==> config.mk <==
export PLATFORM = sky130hd
export DESIGN_NAME = stream_mux_arb_flat
export DESIGN_NICKNAME = d
export VERILOG_FILES = /design/src/rtl/stream_mux_arb_if.sv /design/src/rtl/stream_mux_arb.sv /design/src/flat_wrapper.sv
export SDC_FILE = /design/constraint.sdc
export NUM_CORES = 1
export LEC_CHECK = 0
export CAP_MARGIN = 30
export CORE_MARGIN = 2
export CORE_UTILIZATION = 30
export DETAILED_ROUTE_END_ITERATION = 12
export GPL_ROUTABILITY_DRIVEN = 0
export PLACE_DENSITY = 0.79
export SETUP_SLACK_MARGIN = 0.1
export SLEW_MARGIN = 20
export SYNTH_ARGS = -nofsm -noshare
export SYNTH_HDL_FRONTEND = slang
export SYNTH_SLANG_ARGS = --single-unit
==> constraint.sdc <==
create_clock -name clk -period 2.17 [get_ports clk]
set_clock_uncertainty 0.2 [all_clocks]
set_input_delay 0.3255 -clock clk [delete_from_list [all_inputs] [get_ports clk]]
set_output_delay 0.3255 -clock clk [all_outputs]
set_load 0.05 [all_outputs]
==> src/rtl/stream_mux_arb_if.sv <==
// Stream bundle between the N:1 multiplexer and its producers/consumer.
// master = the side that drives the channel inputs; slave = the mux itself.
interface stream_mux_arb_if #(
    parameter int WIDTH  = 17,
    parameter int NUM_CH = 4,
    parameter int SEL_W  = 2
);
    logic [NUM_CH*WIDTH-1:0] in_data;
    logic [NUM_CH-1:0]       in_valid;
    logic [NUM_CH-1:0]       in_last;
    logic [NUM_CH-1:0]       in_ready;
    logic [SEL_W-1:0]        select;
    logic [WIDTH-1:0]        out_data;
    logic                    out_last;
    logic [SEL_W-1:0]        out_ch;
    logic                    out_valid;
    logic                    out_ready;

    modport master (
        output in_data, in_valid, in_last, select, out_ready,
        input  in_ready, out_data, out_last, out_ch, out_valid
    );

    modport slave (
        input  in_data, in_valid, in_last, select, out_ready,
        output in_ready, out_data, out_last, out_ch, out_valid
    );
endinterface

==> src/rtl/stream_mux_arb.sv <==
// Registered N:1 stream multiplexer with packet locking on in_last and
// either select-driven (MODE=0) or round-robin (MODE=1) channel arbitration.
module stream_mux_arb #(
    parameter int WIDTH  = 17,
    parameter int NUM_CH = 4,
    parameter int SEL_W  = 2,
    parameter int MODE   = 0
) (
    input  logic            clk,
    input  logic            reset,
    stream_mux_arb_if.slave bus
);
    typedef enum logic {IDLE, LOCKED} state_t;

    state_t           state, state_nxt;
    logic [SEL_W-1:0] lock_ch;
    logic [SEL_W-1:0] rr_ptr;
    logic [SEL_W-1:0] grant;
    logic             grant_ok;
    logic             can_load;
    logic             xfer;
    logic             sel_valid;
    logic             sel_last;
    logic [WIDTH-1:0] sel_data;

    logic [WIDTH-1:0] data_p1;
    logic             last_p1;
    logic [SEL_W-1:0] ch_p1;
    logic             vld_p1;

    assign can_load = !vld_p1 || bus.out_ready;

    always_comb begin : grant_logic
        logic found;
        int   idx;
        grant    = '0;
        grant_ok = 1'b0;
        found    = 1'b0;
        idx      = 0;
        if (state == LOCKED) begin
            grant    = lock_ch;
            grant_ok = 1'b1;
        end else if (MODE == 0) begin
            // Looping over channels keeps an out-of-range select from indexing past in_valid.
            for (int k = 0; k < NUM_CH; k++) begin
                if (int'(bus.select) == k && bus.in_valid[k]) begin
                    grant    = SEL_W'(k);
                    grant_ok = 1'b1;
                end
            end
        end else begin
            for (int i = 1; i <= NUM_CH; i++) begin
                idx = (int'(rr_ptr) + i) % NUM_CH;
                if (!found && bus.in_valid[idx]) begin
                    found    = 1'b1;
                    grant    = SEL_W'(idx);
                    grant_ok = 1'b1;
                end
            end
        end
    end

    always_comb begin
        sel_data  = '0;
        sel_valid = 1'b0;
        sel_last  = 1'b0;
        for (int k = 0; k < NUM_CH; k++) begin
            if (grant == SEL_W'(k)) begin
                sel_data  = bus.in_data[k*WIDTH +: WIDTH];
                sel_valid = bus.in_valid[k];
                sel_last  = bus.in_last[k];
            end
        end
    end

    assign xfer = grant_ok && can_load && sel_valid;

    always_comb begin
        bus.in_ready = '0;
        for (int k = 0; k < NUM_CH; k++) begin
            if (grant_ok && can_load && grant == SEL_W'(k)) begin
                bus.in_ready[k] = 1'b1;
            end
        end
    end

    always_ff @(posedge clk) begin
        if (reset) begin
            state <= IDLE;
        end else begin
            state <= state_nxt;
        end
    end

    always_comb begin
        state_nxt = state;
        case (state)
            IDLE:    if (xfer && !sel_last) state_nxt = LOCKED;
            LOCKED:  if (xfer && sel_last)  state_nxt = IDLE;
            default: state_nxt = IDLE;
        endcase
    end

    always_ff @(posedge clk) begin
        if (reset) begin
            lock_ch <= '0;
            rr_ptr  <= SEL_W'(NUM_CH - 1);
        end else begin
            if (xfer && state == IDLE && !sel_last) begin
                lock_ch <= grant;
            end
            if (xfer && sel_last) begin
                rr_ptr <= grant;
            end
        end
    end

    // Stage p1: output register; drain and reload happen on the same edge.
    always_ff @(posedge clk) begin
        if (reset) begin
            vld_p1  <= 1'b0;
            data_p1 <= '0;
            last_p1 <= 1'b0;
            ch_p1   <= '0;
        end else if (can_load) begin
            vld_p1 <= xfer;
            if (xfer) begin
                data_p1 <= sel_data;
                last_p1 <= sel_last;
                ch_p1   <= grant;
            end
        end
    end

    assign bus.out_valid = vld_p1;
    assign bus.out_data  = data_p1;
    assign bus.out_last  = last_p1;
    assign bus.out_ch    = ch_p1;
endmodule

==> src/flat_wrapper.sv <==
// flat-port wrapper written by rule: the top's interface ports become plain ports
module stream_mux_arb_flat 
#(
    parameter int WIDTH  = 17,
    parameter int NUM_CH = 4,
    parameter int SEL_W  = 2,
    parameter int MODE   = 0
)
  (clk, reset, bus_in_data, bus_in_valid, bus_in_last, bus_select, bus_out_ready, bus_in_ready, bus_out_data, bus_out_last, bus_out_ch, bus_out_valid);
  stream_mux_arb_if #(.WIDTH(WIDTH), .NUM_CH(NUM_CH), .SEL_W(SEL_W)) bus_i ();
  input  logic clk;
  input  logic reset;
  input wire logic [$bits(bus_i.in_data)-1:0] bus_in_data;
  input wire logic [$bits(bus_i.in_valid)-1:0] bus_in_valid;
  input wire logic [$bits(bus_i.in_last)-1:0] bus_in_last;
  input wire logic [$bits(bus_i.select)-1:0] bus_select;
  input wire logic [$bits(bus_i.out_ready)-1:0] bus_out_ready;
  output wire logic [$bits(bus_i.in_ready)-1:0] bus_in_ready;
  output wire logic [$bits(bus_i.out_data)-1:0] bus_out_data;
  output wire logic [$bits(bus_i.out_last)-1:0] bus_out_last;
  output wire logic [$bits(bus_i.out_ch)-1:0] bus_out_ch;
  output wire logic [$bits(bus_i.out_valid)-1:0] bus_out_valid;
  assign bus_i.in_data = bus_in_data;
  assign bus_i.in_valid = bus_in_valid;
  assign bus_i.in_last = bus_in_last;
  assign bus_i.select = bus_select;
  assign bus_i.out_ready = bus_out_ready;
  assign bus_in_ready = bus_i.in_ready;
  assign bus_out_data = bus_i.out_data;
  assign bus_out_last = bus_i.out_last;
  assign bus_out_ch = bus_i.out_ch;
  assign bus_out_valid = bus_i.out_valid;
  stream_mux_arb #(.WIDTH(WIDTH), .NUM_CH(NUM_CH), .SEL_W(SEL_W), .MODE(MODE)) u_core (.clk(clk), .reset(reset), .bus(bus_i));
endmodule
After elaboration in Yosys (flattened, before gate mapping). Cells that the tools add are included.

Memory bits (writable): 0. Word-level logic and storage cells: 61. Latch bits: 0. Output and inout bits: 25. Register bits: 24. Memories: 0. ROM bits: 0.

Bitwise gates (word level): 1. Order comparisons: 0. Muxes and demuxes: 28. Multiply operators: 0. Equality and inequality tests: 6. $add $sub $neg: 0. Shift-type cells: 0. Divide/modulo/power cells: 0. Reductions and logical operators: 20.

Operators with widths (count): 17-bit two-way mux (4); 1-bit two-way mux (20); 1-bit logical AND (14); 2-bit == test, second input constant (4); 2-bit two-way mux (3); 2-bit by 1-bit == test with 1-bit output, second input constant (2); 2-bit logical NOT (2); 1-bit logical NOT (2); 1-bit one-hot mux with 2 select lines (1); 2-bit AND reduction (1); 1-bit logical OR (1); 1-bit inverter (1).

Logic depth before layout (Yosys ltp). Gate-level depths: netlist (run 1).

Depth in word-level cells: 15. Mapped depth: 9. Depth with buffers taken out: 6.

Least setup slack after synthesis (run 1). OpenSTA, ideal clock, no wires.

Path type: register -> output. From: reg (tool-made name). To: out bus_in_ready[2]. Required time: 1645 ps. Stages on the path, launching flop included: 7. Path slack: -661 ps. Arrival time: 2305 ps. Cell sequence: dfxtp_1 buf_2 nand2b_1 o21a_1 clkbuf_1 clkbuf_1 nor3_1.

RTL lines: to (decl) (line flat_wrapper.sv:18) `output wire logic [$bits(bus_i.in_ready)-1:0] bus_in_ready;`.

==> results.toml, run 1 <==
[routing]
wl_per_cell_um = 14.21
initialDrtViolationCount = 65
vias_per_cell = 4.925
routed_wl_um = 6436
drcViolationCount = 0
drt_pass1_iterations = 4
vias = 2231
ant_nets = 0

[logic_synthesis]
synthMuxAreaShare_pct = 7.595
synth_adder_area_share_pct = 0
synth-simple-area-share_pct = 44.07
synth_compound_area_share_pct = 13.21
synth_cell_types = 25
syn-instance-count = 247
synth_nets = 328
synth_seq_cells = 24
ys_warn_count = 0
synth_area_mm2 = 0.001582
synth_top_family_by_area = "simple AND/OR/NAND/NOR gates"
synth-seq-area-share_pct = 30.38
syn_avg_cell_area_um2 = 6.403
synth_xor_area_share_pct = 0

[timing]
finalSetupViolations = 2
worst_slack_ns = -0.002572
relSlewSlack_pct = 65.15
fmax_mhz = 460.3
period_share_pct = 100.1
timing.final.max_slew_violations = 0
min_period_ns = 2.173
whs_ns = 0.2561
hold_viol = 0
worstMarginPinSlew_ns = 0.5212
rsz0062_at_grt = "true"

[global_route]
grt_pass1_wl_um = 10360
grt_start_max_net_pins = 20
grt_pass1_vias = 2175
antenna_found_initial = 0
overflow = 0
track_usage_pct = 21.69

[floorplanning]
die_w_um = 76.61
rows = 26
fp.dieH_um = 76.61
start_util_pct = 30.97
ios = 106
die-area_mm2 = 0.005868
core_mm2 = 0.005107

[clock_network]
clockBufferDepth = 2
clkLatencyLatePin_ns = 0.26
clk_pin_slew_worst_paths_ns = 0.09
htreeDepth = 1
hold_buffers = 0
cts_root_buffer = "clkbuf_8"
cts_made_buffers = 3
clkSinkCount = 24
cts_tree = "yes"

[setup_path]
timing.critical_path.required_ns = 2.13
r2r_cells = 7
crit_arrival_ns = 2.13
endpoint_kind = "flop"
r2r_setup_slack_ns = -0.003
crit_fanout = 6
r2r_end = "u_core.lock_ch[1]$_SDFFE_PP0P_"
startpoint_type = "flop"
crit_chain = "buf_6, nor2b_4, a21boi_4, buf_6, a311o_1, or3_4, mux2_4"
max_stage_delay_ns = 0.38
crit_path_top_delay_cell = "dfxtp_4"
cpMostUsedCell = "buf_6"
path_class = "reg2reg"

[cells_and_area]
syn_to_final_growth_pct = 108.8
final_area_mm2 = 0.003302
final_util_pct = 64.65
n_fill_cell = 470
num_antenna_cells = 0
layout-drive-gt1-share_pct = 21.93
nNetsFinal = 465

[power]
max-vdd-ir-drop_v = 0.0003510
pwr_density_cell_mw_per_mm2 = 600.6
leakage_nw = 1.376
power.total_mw = 1.983

[place]
hpwl_um = 4439
placed_area_mm2 = 0.002948
portBuffers = 105

[worst_hold_path]
min-delay-start = "u_core.bus.out_data[10]$_SDFFE_PP0P_"
min_to = "u_core.bus.out_data[10]$_SDFFE_PP0P_"
hp-class = "reg2reg"
whs_path_depth = 2

[outcome]
violations = "negative setup slack"
status = "finished with violations"

[flow_run]
drv_cap = 0
power by group:
part	total, mW	internal [mW]	switching (mW)
logic	1.14	0.537	0.601
registers	0.538	0.502	0.0358
clock network	0.308	0.162	0.146
cell type report:
cell class,count,area [um2],share of cell area (%)
Sequential cell,24,484.2,14.66
Multi-Input combinational cell,204,1169,35.39
Tap cell,70,87.58,2.653
Clock buffer,4,55.05,1.667
Timing Repair Buffer,151,1506,45.62
per-stage QoR:
| stage | cells | worst slack [ns] | setup TNS, ns |
|---|---|---|---|
| finish | 453 | -0.002572 | -0.002853 |
| global route | 453 | -0.03261 | -0.05667 |
| CTS | 446 | 0.0006182 | 0 |
| detailed placement | 431 | -0.5803 | -13.37 |
| global placement | 431 | -0.4907 | -11.78 |
| floorplan | 247 | 0.05341 | 0 |
cells by family (layout without fill, tap and decap cells):
group                  Yosys count  after routing
and+or+nand+nor                162            162
AOI/OAI and AO/OA               32             32
buffers and inverters           19            155
muxes                           10             10
DFF                             24             24
critical path, delay by kind of cell (launching register included):
kind	cells	cell delay, ns
compound gates	2	0.45
buf+inv	2	0.25
mux	1	0.30
flops	1	0.38
simple gates	2	0.48
Yosys cell counts:
library cell / number / area [um2]
a211oi_1: 3 / 22.52
a21boi_4: 1 / 18.77
a21oi_1: 19 / 95.09
a221oi_2: 1 / 15.01
a311o_1: 1 / 10.01
a311oi_2: 1 / 15.01
buf_1: 2 / 7.510
buf_2: 3 / 15.01
clkbuf_1: 14 / 52.55
dfxtp_1: 24 / 480.5
mux2_1: 2 / 22.52
mux2_4: 1 / 15.01
mux2i_1: 6 / 60.06
mux4_2: 1 / 22.52
nand2_1: 92 / 345.3
nand2b_1: 3 / 18.77
nand3_1: 51 / 255.2
nor2_1: 8 / 30.03
nor2b_1: 4 / 25.02
nor3_1: 2 / 10.01
o21a_1: 1 / 7.510
o21ai_0: 2 / 10.01
o21ai_1: 3 / 15.01
or2_2: 1 / 6.260
or3_1: 1 / 6.260
how the worst max path moves through the flow:
stage,endpoint,startpoint,depth (start not counted)
floorplan,u_core.lock_ch[0]$_SDFFE_PP0P_,bus_select[1],6
global placement,u_core.lock_ch[0]$_SDFFE_PP0P_,bus_select[1],7
detailed placement,u_core.lock_ch[1]$_SDFFE_PP0P_,bus_select[0],7
CTS,u_core.lock_ch[1]$_SDFFE_PP0P_,bus_select[1],8
global route,u_core.lock_ch[1]$_SDFFE_PP0P_,flop,7
finish,u_core.lock_ch[1]$_SDFFE_PP0P_,flop,7
what timing repair did:
item / CTS / global route
gates resized for setup: 51 / 14
setup endpoints to repair: 28 / 27
pin swaps: 8 / 8
buffers inserted: 10 / 7
cloned: 1 / 0
registers in the layout, summed over array words and instances (netlist names), named ones only:
signal,flops
u_core.bus.out_ch,2
u_core.bus.out_data,17
u_core.bus.out_last,1
u_core.bus.out_valid,1
u_core.lock_ch,2
layout by cell type, fill, tap and decap left out, drive strengths merged:
cell	count
clkdlybuf4s50	94
nand2	92
buf	54
nand3	51
dfxtp	24
a21oi	19
nor2	8
mux2i	6
clkbuf	5
o21ai	5
nor2b	4
nand2b	3
mux2	3
a211oi	3
nor3	2
o21a	1
mux4	1
a21boi	1
or2	1
a221oi	1
a311oi	1
a311o	1
or3	1
bufbuf	1
dlygate4sd2	1
routing by layer:
metal  vias up  GRT usage (%)  routed length [um]
li1       1102              -                   -
met1      1038          24.85                2485
met2        77          40.35                3448
met3        14          3.673                 339
met4         0          7.455                 163
met5         -              0                   0
No activity file was read; power rests on OpenSTA's default activity.
==> run 2: changes to the inputs <==
CORE_UTILIZATION = 32   (was 30)
PLACE_DENSITY = 0.83   (was 0.79)
REMOVE_ABC_BUFFERS = 1   (was not set)
==> results.toml, run 2 (synthesis results as in run 1) <==
[timing]
rsz0062_at_grt = "true"
min_period_ns = 2.255
hold_viol = 0
whs_ns = 0.2577
worstMarginPinSlew_ns = 0.5596
fmax_mhz = 443.4
finalSetupViolations = 8
period_share_pct = 103.9
timing.final.max_slew_violations = 0
worst_slack_ns = -0.08506
relSlewSlack_pct = 62.44

[worst_hold_path]
hp-class = "reg2reg"
whs_path_depth = 2

[cells_and_area]
final_area_mm2 = 0.003383
nNetsFinal = 469
final_cell_mix = "clkdlybuf4s50_1, nand2_1, nand3_1"
final_common_cell = "clkdlybuf4s50_1"
largest_reg_flops = 17
syn_to_final_growth_pct = 113.9
num_antenna_cells = 0
layout-drive-gt1-share_pct = 24.81

[setup_path]
path_class = "reg2reg"
r2r_cells = 7
crit_arrival_ns = 2.22
timing.critical_path.required_ns = 2.13
startpoint_type = "flop"
r2r_setup_slack_ns = -0.09
crit_fanout = 8
endpoint_kind = "flop"

[floorplanning]
start_util_pct = 33.26
die_w_um = 74.30
core_mm2 = 0.004755
ios = 106
rows = 25
fp.dieH_um = 74.30
die-area_mm2 = 0.005520

[place]
placed_area_mm2 = 0.002899
hpwl_um = 4325
portBuffers = 105

[flow_run]
drv_cap = 0

[routing]
vias_per_cell = 5.024
initialDrtViolationCount = 99
drcViolationCount = 0
vias = 2281
ant_nets = 0
wl_per_cell_um = 14.63
routed_wl_um = 6642
drt_pass1_iterations = 4

[clock_network]
clkSinkCount = 24
cts_root_buffer = "clkbuf_8"
htreeDepth = 1
clkLatencyLatePin_ns = 0.27
cts_made_buffers = 3
clockBufferDepth = 2
clk_pin_slew_worst_paths_ns = 0.09
cts_tree = "yes"

[global_route]
overflow = 0
grt_pass1_wl_um = 9535
grt_start_max_net_pins = 32
antenna_found_initial = 0
grt_pass1_vias = 2127
track_usage_pct = 22.34

[power]
pwr_density_cell_mw_per_mm2 = 630.2
max-vdd-ir-drop_v = 0.0004612
leakage_nw = 1.388
power.total_mw = 2.132

[outcome]
violations = "negative setup slack"
status = "finished with violations"
==> run 2: changes by cell type in the layout (fill, tap and decap cells not counted), sizes merged <==
cell,delta
buf,+3
bufbuf,-1
clkdlybuf4s50,+1
clkdlybuf4s15,+2
clkbuf,-1
dlygate4sd2,-1
bufinv,+1
==> run 2: per-layer routing <==
| metal | vias up | GRT usage, % | part of all wire, % |
|---|---|---|---|
| met3 | 21 | 6.098 | 6.7 |
| met4 | 0 | 7.341 | 2.3 |
| li1 | 1113 | - | - |
| met5 | - | 0 | 0 |
| met1 | 1053 | 24.46 | 40 |
| met2 | 94 | 41.57 | 51 |
==> run 2: final timing paths <==
path	from	end
hold / removal	u_core.bus.out_data[13]$_SDFFE_PP0P_	u_core.bus.out_data[13]$_SDFFE_PP0P_
setup / recovery	flop	u_core.lock_ch[1]$_SDFFE_PP0P_
hold reg to reg	u_core.bus.out_data[13]$_SDFFE_PP0P_	u_core.bus.out_data[13]$_SDFFE_PP0P_
setup reg to reg	flop	u_core.lock_ch[1]$_SDFFE_PP0P_
==> run 2: through the flow <==
stage	setup WS (ns)	TNS [ns]	utilization, %	cells
after floorplan	-1.047	-21.18	-	228
after global placement	-0.5766	-12.03	60.97	432
after detailed placement	-0.6366	-13.24	60.97	432
after CTS	-0.002208	-0.003554	67.18	447
after global routing	-0.1024	-1.418	71.16	454
final	-0.08506	-0.3025	71.16	454
==> run 2: cell type report <==
| cell class | instances | area [um2] |
|---|---|---|
| clock inverters | 1 | 30.03 |
| well taps | 67 | 83.83 |
| flip-flops and latches | 24 | 484.2 |
| clock buffers | 3 | 41.29 |
| repair buffers | 155 | 1538 |
| fillers | 389 | 1371 |
| multi-input cells | 204 | 1206 |
==> run 2: worst max-delay path, cell delays in order (launching register included) <==
cell      delay, ns
dfxtp_4        0.39
nand2b_4       0.18
buf_6          0.13
o21ai_4        0.16
mux2i_2        0.28
mux2i_1        0.10
or3_4          0.39
mux2_4         0.31
==> run 2: repair_timing <==
| action | CTS | global route |
|---|---|---|
| hold buffers | 0 | 0 |
| resized for setup | 63 | 28 |
| setup buffers | 11 | 5 |
| endpoints found under the hold margin | 0 | 0 |
| cloned | 0 | 3 |
| pin swaps | 4 | 11 |
| setup endpoints to repair | 28 | 28 |
==> run 2: power by group <==
group | total [mW] | internal, mW | switching (mW) | leakage [nW]
registers | 0.539 | 0.502 | 0.0374 | 0.197
logic | 1.20 | 0.566 | 0.629 | 1.16
clock network | 0.398 | 0.247 | 0.151 | 0.0357
total | 2.13 | 1.31 | 0.818 | 1.39
